$ cat config.mk
export PLATFORM = sky130hd
export DESIGN_NAME = uart_loader
export DESIGN_NICKNAME = d
export VERILOG_FILES = /design/src/rtl/uart_loader.sv
export SDC_FILE = /design/constraint.sdc
export NUM_CORES = 1
export LEC_CHECK = 0
export BUFFER_PORTS_ARGS = -buffer_cell sky130_fd_sc_hd__buf_2
export CORE_UTILIZATION = 40
export CTS_CLUSTER_DIAMETER = 50
export DETAILED_ROUTE_END_ITERATION = 10
export PLACE_DENSITY = 0.58
export SYNTH_ARGS = -nofsm -noshare
export SYNTH_HDL_FRONTEND = slang
export SYNTH_SLANG_ARGS = --single-unit
$ cat constraint.sdc
create_clock -name clk -period 2.5 [get_ports clk]
set_input_delay 0.125 -clock clk [delete_from_list [all_inputs] [get_ports clk]]
set_output_delay 0.125 -clock clk [all_outputs]
set_load 0.05 [all_outputs]
$ cat src/rtl/uart_loader.sv
// rtl/uart_loader.sv - UART boot loader writing a little-endian word image into ram
module uart_loader #(
  parameter int          CLKS_PER_BIT = 104,
  parameter logic [31:0] BASE_ADDR    = 32'h0,
  parameter logic [7:0]  MAGIC        = 8'hA5
) (
  input  logic        clk,
  input  logic        n_reset,
  input  logic        rx,
  output logic        memwrite,
  output logic [31:0] addr,
  output logic [31:0] wd,
  output logic        cpu_reset,
  output logic        busy,
  output logic        done,
  output logic        err
);

  localparam int CW = $clog2(CLKS_PER_BIT);
  localparam logic [CW-1:0] HALF_M1 = CW'(CLKS_PER_BIT / 2 - 1);
  localparam logic [CW-1:0] FULL_M1 = CW'(CLKS_PER_BIT - 1);

  typedef enum logic [1:0] {
    RX_IDLE,
    RX_START,
    RX_DATA,
    RX_STOP
  } rx_state_t;

  typedef enum logic [2:0] {
    L_WAIT_MAGIC,
    L_LEN_LO,
    L_LEN_HI,
    L_DATA,
    L_WRITE,
    L_DONE,
    L_ERROR
  } ld_state_t;

  // ---------------------------------------------------------------------------
  // Receive path
  // ---------------------------------------------------------------------------
  logic            rx_s1, rx_s2, rx_d;
  logic            rx_fall;
  rx_state_t       rx_state, rx_next;
  logic [CW-1:0]   cnt;
  logic [2:0]      bit_cnt;
  logic [7:0]      rx_shift;
  logic            rx_tick;
  logic            byte_valid;
  logic            frame_err;

  // Two-flop synchronizer plus one delay stage for start-edge detection; preset high (idle line)
  always_ff @(posedge clk or negedge n_reset) begin
    if (!n_reset) begin
      rx_s1 <= 1'b1;
      rx_s2 <= 1'b1;
      rx_d  <= 1'b1;
    end else begin
      rx_s1 <= rx;
      rx_s2 <= rx_s1;
      rx_d  <= rx_s2;
    end
  end

  // Start edge and sample instants: mid start bit after half a bit, then every full bit
  always_comb begin
    rx_fall = rx_d & ~rx_s2;
    rx_tick = 1'b0;
    case (rx_state)
      RX_START:         rx_tick = (cnt == HALF_M1);
      RX_DATA, RX_STOP: rx_tick = (cnt == FULL_M1);
      default:          rx_tick = 1'b0;
    endcase
  end

  // Receiver state register
  always_ff @(posedge clk or negedge n_reset) begin
    if (!n_reset) rx_state <= RX_IDLE;
    else          rx_state <= rx_next;
  end

  // Receiver next state; a high start-bit sample is a glitch and returns to idle
  always_comb begin
    rx_next = rx_state;
    case (rx_state)
      RX_IDLE:  if (rx_fall) rx_next = RX_START;
      RX_START: if (rx_tick) rx_next = rx_s2 ? RX_IDLE : RX_DATA;
      RX_DATA:  if (rx_tick && bit_cnt == 3'd7) rx_next = RX_STOP;
      RX_STOP:  if (rx_tick) rx_next = RX_IDLE;
      default:  rx_next = RX_IDLE;
    endcase
  end

  // Receiver outputs: one-cycle byte or framing-error pulse at the stop-bit sample
  always_comb begin
    byte_valid = (rx_state == RX_STOP) && rx_tick && rx_s2;
    frame_err  = (rx_state == RX_STOP) && rx_tick && !rx_s2;
  end

  // Bit timing counter, bit index and LSB-first shift register
  always_ff @(posedge clk or negedge n_reset) begin
    if (!n_reset) begin
      cnt      <= '0;
      bit_cnt  <= '0;
      rx_shift <= '0;
    end else begin
      if (rx_state == RX_IDLE || rx_tick) cnt <= '0;
      else                                cnt <= cnt + 1'b1;
      if (rx_state == RX_START && rx_tick) bit_cnt <= '0;
      if (rx_state == RX_DATA && rx_tick) begin
        rx_shift <= {rx_s2, rx_shift[7:1]};
        bit_cnt  <= bit_cnt + 1'b1;
      end
    end
  end

  // ---------------------------------------------------------------------------
  // Loader
  // ---------------------------------------------------------------------------
  ld_state_t   ld_state, ld_next;
  logic [15:0] len;
  logic [15:0] k;
  logic [1:0]  bidx;
  logic [23:0] word;
  logic        in_frame;

  // Loader state register
  always_ff @(posedge clk or negedge n_reset) begin
    if (!n_reset) ld_state <= L_WAIT_MAGIC;
    else          ld_state <= ld_next;
  end

  // Loader next state; a framing error inside a frame is fatal until reset
  always_comb begin
    ld_next  = ld_state;
    in_frame = (ld_state != L_WAIT_MAGIC) && (ld_state != L_DONE) && (ld_state != L_ERROR);
    if (frame_err && in_frame) begin
      ld_next = L_ERROR;
    end else begin
      case (ld_state)
        L_WAIT_MAGIC: if (byte_valid && rx_shift == MAGIC) ld_next = L_LEN_LO;
        L_LEN_LO:     if (byte_valid) ld_next = L_LEN_HI;
        L_LEN_HI:     if (byte_valid) ld_next = ({rx_shift, len[7:0]} == 16'd0) ? L_DONE : L_DATA;
        L_DATA:       if (byte_valid && bidx == 2'd3) ld_next = L_WRITE;
        L_WRITE:      ld_next = (k == len - 16'd1) ? L_DONE : L_DATA;
        L_DONE:       ld_next = L_DONE;
        L_ERROR:      ld_next = L_ERROR;
        default:      ld_next = L_WAIT_MAGIC;
      endcase
    end
  end

  // Loader outputs decoded from state; the strobe lasts exactly the WRITE cycle
  always_comb begin
    memwrite  = (ld_state == L_WRITE);
    busy      = (ld_state == L_LEN_LO) || (ld_state == L_LEN_HI) ||
                (ld_state == L_DATA)   || (ld_state == L_WRITE);
    done      = (ld_state == L_DONE);
    err       = (ld_state == L_ERROR);
    cpu_reset = (ld_state != L_DONE);
  end

  // Length capture, byte packing, word index, and the held addr/wd write registers
  always_ff @(posedge clk or negedge n_reset) begin
    if (!n_reset) begin
      len  <= '0;
      k    <= '0;
      bidx <= '0;
      word <= '0;
      addr <= BASE_ADDR;
      wd   <= '0;
    end else begin
      case (ld_state)
        L_LEN_LO: if (byte_valid) len[7:0] <= rx_shift;
        L_LEN_HI: begin
          if (byte_valid) begin
            len[15:8] <= rx_shift;
            k         <= '0;
            bidx      <= '0;
          end
        end
        L_DATA: begin
          if (byte_valid) begin
            case (bidx)
              2'd0: word[7:0]   <= rx_shift;
              2'd1: word[15:8]  <= rx_shift;
              2'd2: word[23:16] <= rx_shift;
              default: begin
                addr <= BASE_ADDR + {14'b0, k, 2'b00};
                wd   <= {rx_shift, word};
              end
            endcase
            bidx <= bidx + 2'd1;
          end
        end
        L_WRITE: k <= k + 16'd1;
        default: ;
      endcase
    end
  end

endmodule

==> flow_summary.ini, run 1 <==
[final_layout]
antenna_cells = 0
area_delta_synth_final_pct = 19.0
post_layout_nonfiller_instances = 831
drive_gt1_frac = 0.323
fin_nets = 620
utilization = 0.490

[setup_path]
crit_type = flip-flop to flip-flop
crit_path_frequent_cell = or4_4
cp_slowest_cell = or4_4
slowest_delay_ns = 0.53
crit_path_max_fanout = 5
start_kind = flip-flop
endpoint_kind = flip-flop
required_ns = 2.78
rr_startpoint = len[0]$_DFFE_PN0P_
arrival_ns = 2.59
crit_start = len[0]$_DFFE_PN0P_
crit_chain = nor4_4 -> nand2_2 -> or4_4 -> or4_4 -> o211ai_2 -> a31oi_1

[pwr]
p_sw_frac = 0.238
power_frac_seq = 0.454
p_sw_w = 0.00120
p_clk_frac = 0.480
combPwrFrac = 0.066
p_int_w = 0.00384
power_leakage_nw = 3.83
vdd_drop_max_uv = 430
power_density_nw_per_um2 = 671

[timing]
tns_ns = 0
maxSlewHeadroom = 0.624
fmax_ghz = 0.431
grt_setup_unrepaired = false
skew_ns = 0.0145
setup_viol = 0
drv_slew = 0
worstMarginPinSlew_ns = 0.558
whs_ns = 0.249
min_period_over_period = 0.927
hold_viol_final = 0
period_minus_slack_ns = 2.32

[routing]
wirelength_um = 12700
ant_nets = 0
vias = 4165
drt_iter0_drc = 217
routedWlPerCell_um = 15.2
drc = 0
viasPerCell = 5.01
dr.pass1.iters = 4

[worst_hold_path]
worstHoldPathType = primary input to async pin

[synth]
synth.distinct_cells = 67
yosysMostFrequentCell = dfrtp_1
syn_area_um2 = 6310
synth_flop_cell = dfrtp_1
yosys-top-cells-count = dfrtp_1 (129), mux2_2 (56), nand2_1 (36)
seq_area_frac_synth = 0.524
synth_area_per_cell_um2 = 11.9
ys.warnings.count = 0
synth_edf_count = 0
synth_top_area_cell = dfrtp_1
async_flop_share = 1.00
synthTopCellsByArea = dfrtp_1 (51%), mux2_2 (10%), mux2_1 (5.5%), xnor2_1 (2.8%), nand2_1 (2.1%)
yosysTopAreaCellShare = 0.512
syn_inst = 531
ys_ff_latch = 132

[placement]
post-place-cells = 797
port_buffers = 55
place_hpwl_um = 8860
gp_congestion = 0.831

[grt]
track_usage = 0.175
grt_pass1_vias = 4218
grt-ovfl-total = 0
grt_pass1_wl_um = 21700
antenna_found_initial = 0
grt_start_max_net_pins = 45

[floorplanning]
core-area_um2 = 15300
pin_count = 72
die-area_um2 = 16300
die_h_um = 128
die_w_um = 128
rows = 45
start_util = 0.412

[clock_tree]
path_clk_slew_ns = 0.06
cts.sinks = 132
clock_path_buffers = 2
cts_made_buffers = 17
clk_latency_ns = 0.42
htree_levels = 4
cts_tree = done
cts-root-buf = clkbuf_16

[run_status]
status = finished clean

[flow_run]
drv_cap = 0
==> placed cells by master, fill, tap and decap left out, types with 3 or more instances in the layout <==
cell / n
o31ai_1: 5
clkbuf_8: 5
nor3_1: 5
clkbuf_16: 17
nor2b_1: 3
a22o_1: 3
and3_1: 5
mux2_1: 31
nor2_1: 30
a21oi_1: 9
a31oi_1: 7
buf_4: 29
nand2_1: 35
nand4_1: 10
mux2i_1: 4
inv_1: 12
dfrtp_1: 129
o21ai_1: 16
nand3_1: 9
mux2_4: 8
mux2_2: 56
buf_2: 54
and2_1: 4
clkinvlp_4: 4
o21ai_0: 12
xor2_1: 9
nand3b_1: 3
conb_1: 16
xnor2_1: 20
ha_1: 10
dfstp_2: 3
nor4_1: 6
==> power by group through the flow <==
| stage | Sequential, W | Clock, W | Combinational (W) |
|---|---|---|---|
| CTS | 0.00229 | 0.00247 | 0.000338 |
| detailed placement | 0.00233 | 0 | 0.000335 |
| finish | 0.00229 | 0.00242 | 0.000331 |
| global route | 0.00230 | 0.00257 | 0.000371 |
| global placement | 0.00232 | 0 | 0.000328 |
| floorplan | 0.00230 | 0 | 0.000279 |
==> what timing repair did <==
action,CTS,global route
setup buffers,0,0
hold endpoints to repair,38,0
gates resized for setup,0,2
setup endpoints to repair,0,6
hold buffers,2,0
==> cells by family after synthesis <==
| family | Yosys count | synth area share |
|---|---|---|
| AO/OA/AOI/OAI | 67 | 0.0663 |
| buffers and inverters | 57 | 0.0476 |
| adder cells (fa/ha/maj) | 10 | 0.0198 |
| other | 1 | 0.000595 |
| multiplexers | 99 | 0.181 |
| flip-flops | 132 | 0.524 |
| AND/OR/NAND/NOR | 136 | 0.120 |
| XOR/XNOR | 29 | 0.0403 |
==> critical path: cells and delay by family (launching register included) <==
family | cells | cell delay, ns
AOI/OAI and AO/OA | 2 | 0.20
DFF | 1 | 0.43
and+or+nand+nor | 4 | 1.55
==> final timing paths <==
check                      cells past startpoint  slack, ns                 endpoint
max                                            6       0.18  ld_state[1]$_DFFE_PN0P_
min reg2reg                                    0       0.36          rx_s2$_DFF_PN1_
max in group asynchronous                      3       1.48      word[3]$_DFFE_PN0P_
max reg2reg                                    6       0.18  ld_state[1]$_DFFE_PN0P_
min in group clk                               2       0.35          rx_s1$_DFF_PN1_
min                                            2       0.25      len[12]$_DFFE_PN0P_
==> area by class of cell <==
class	count	area [µm²]
multi-input combinational	357	2770
fill	1416	7810
clock buffer	22	494
inverter	13	48.8
timing repair buffer	86	528
tap	211	264
sequential	132	3310
clock inverter	10	96.3
==> flip-flops by register name (all words and copies together) (netlist names), named ones only <==
name      count
addr         16
bidx          2
bit_cnt       3
cnt           7
k            16
ld_state      3
len          16
rx_d          1
rx_s1         1
rx_s2         1
rx_shift      8
rx_state      1
wd           32
word         24
==> stage by stage <==
stage / power (W) / instance area [µm²] / worst slack [ns]
final: 0.00504 / 7500 / 0.182
after global routing: 0.00524 / 7500 / 0.0348
after CTS: 0.00510 / 7500 / 0.145
after detailed placement: 0.00266 / 6890 / 0.156
after global placement: 0.00265 / 6890 / 0.216
after floorplan: 0.00258 / 6360 / 0.274
==> routing by layer <==
metal / vias to the layer above / track usage / part of all wire
met1: 2057 / 0.229 / 0.48
met5: - / 0 / 0
met2: 95 / 0.275 / 0.47
li1: 2004 / - / -
met4: 0 / 0.0630 / 0.0099
met3: 9 / 0.0498 / 0.041
(Power assumes the default switching activity.)
==> run 2, diff against run 1 <==
Settings changed: CTS_BUF_LIST from default to sky130_fd_sc_hd__clkbuf_4 sky130_fd_sc_hd__clkbuf_8.
Clock period 2.5 ns to 3 ns, I/O delays scaled along.
==> flow_summary.ini, run 2 (synthesis results as in run 1) <==
[clock_tree]
clock_path_buffers = 2
path_clk_slew_ns = 0.08
cts.sinks = 132
hold_buffers = 2
cts-root-buf = clkbuf_8
cts_tree = done
post-cts-setup-buffers = 0
htree_levels = 4
clk_latency_ns = 0.44
cts_resized = 0
cts_made_buffers = 17

[setup_path]
required_ns = 3.32
r2r_slack_ns = 0.55
crit_path_max_fanout = 10
crit_type = flip-flop to flip-flop
endpoint_kind = flip-flop
cp_slowest_cell = nor3b_4
slowest_delay_ns = 0.54
crit_chain = nand4b_1 -> a21boi_1 -> or3_1 -> nor3b_4 -> mux2_4
arrival_ns = 2.77
r2r_cells = 5
reg2reg_to = rx_shift[5]$_DFFE_PN0P_
start_kind = flip-flop

[grt]
antenna_found_initial = 0
grt_pass1_vias = 4068
grt_use_met3 = 0.0448
grt_start_max_net_pins = 71
grt.busiest_layer = met2
grt_pass1_wl_um = 20700
grt-ovfl-total = 0
grtUsageMet1 = 0.218
track_usage = 0.166
globalRouteMet2Util = 0.256

[flow_run]
drv_cap = 0

[floorplanning]
rows = 45
start_util = 0.412
core-area_um2 = 15300
die-area_um2 = 16300
die_w_um = 128
pin_count = 72
die_h_um = 128

[pwr]
power_density_nw_per_um2 = 509
power_leakage_nw = 3.66
vdd_drop_max_uv = 397

[worst_hold_path]
worstHoldPathType = primary input to async pin

[routing]
drt_iter0_drc = 160
dr.pass1.iters = 5
viasPerCell = 5.08
drc = 0
wirelength_um = 12300
routedWlPerCell_um = 15.1
ant_nets = 0
vias = 4130

[timing]
period_minus_slack_ns = 2.45
fmax_ghz = 0.408
grt_setup_unrepaired = false
maxSlewHeadroom = 0.496
skew_ns = 0.0117
worstMarginPinSlew_ns = 0.753
min_period_over_period = 0.816
hold_viol_final = 0
setup_viol = 0
tns_ns = 0
drv_slew = 0

[final_layout]
antenna_cells = 0
final_cell_mix = dfrtp_1 (129), mux2_2 (56), buf_2 (54)
reg_top3 = wd (32), word (24)
drive_gt1_frac = 0.299
final_common_cell = dfrtp_1
area_delta_synth_final_pct = 13.7
utilization = 0.468
regMostFlops = wd
fin_nets = 602
largest_reg_flops = 32

[run_status]
status = finished clean

[placement]
port_buffers = 55
place_hpwl_um = 8610
gp_congestion = 0.835
==> run 2: area by class of cell <==
cell class	instances	area, µm²
Multi-Input combinational cell	357	2760
Inverter	13	48.8
Timing Repair Buffer	68	393
Fill cell	1418	8150
Sequential cell	132	3310
Tap cell	211	264
Clock inverter	11	128
Clock buffer	21	270
==> run 2: worst max path at each step <==
stage / cells past startpoint / slack [ns] / end / startpoint
floorplan: 7 / 0.77 / rx_shift[7]$_DFFE_PN0P_ / flip-flop
global placement: 5 / 0.65 / rx_shift[7]$_DFFE_PN0P_ / flip-flop
detailed placement: 5 / 0.56 / rx_shift[0]$_DFFE_PN0P_ / flip-flop
CTS: 5 / 0.54 / rx_shift[5]$_DFFE_PN0P_ / flip-flop
finish: 5 / 0.55 / rx_shift[5]$_DFFE_PN0P_ / flip-flop
global route: 7 / 0.34 / k[4]$_DFFE_PN0P_ / cnt[0]$_DFF_PN0_
==> run 2: critical path: cells and delay by family (launching register included) <==
kind / cells / cell delay (ns)
AO/OA/AOI/OAI: 1 / 0.19
flip-flops: 1 / 0.53
AND/OR/NAND/NOR: 3 / 1.26
multiplexers: 1 / 0.34
==> run 2: power breakdown <==
| group | total [W] | switching [W] | internal [W] |
|---|---|---|---|
| combinational | 0.000246 | 0.000153 | 0.0000926 |
| clock | 0.00148 | 0.000691 | 0.000791 |
| sequential | 0.00192 | 0.0000826 | 0.00184 |
==> run 2: layer usage <==
metal  wire, µm  share of wire
met1       5840           0.48
met2       5730           0.47
met3        446          0.036
met4        249          0.020
met5          0              0
==> run 2: through the flow <==
step	instances	power [W]	hold slack (ns)	worst slack [ns]	area (µm²)
finish	813	0.00365	0.203	0.552	7170
global route	813	0.00381	0.214	0.341	7170
CTS	813	0.00370	0.193	0.541	7170
detailed placement	779	0.00220	0.132	0.561	6750
global placement	779	0.00219	0.130	0.655	6750
floorplan	546	0.00215	-0.146	0.774	6360
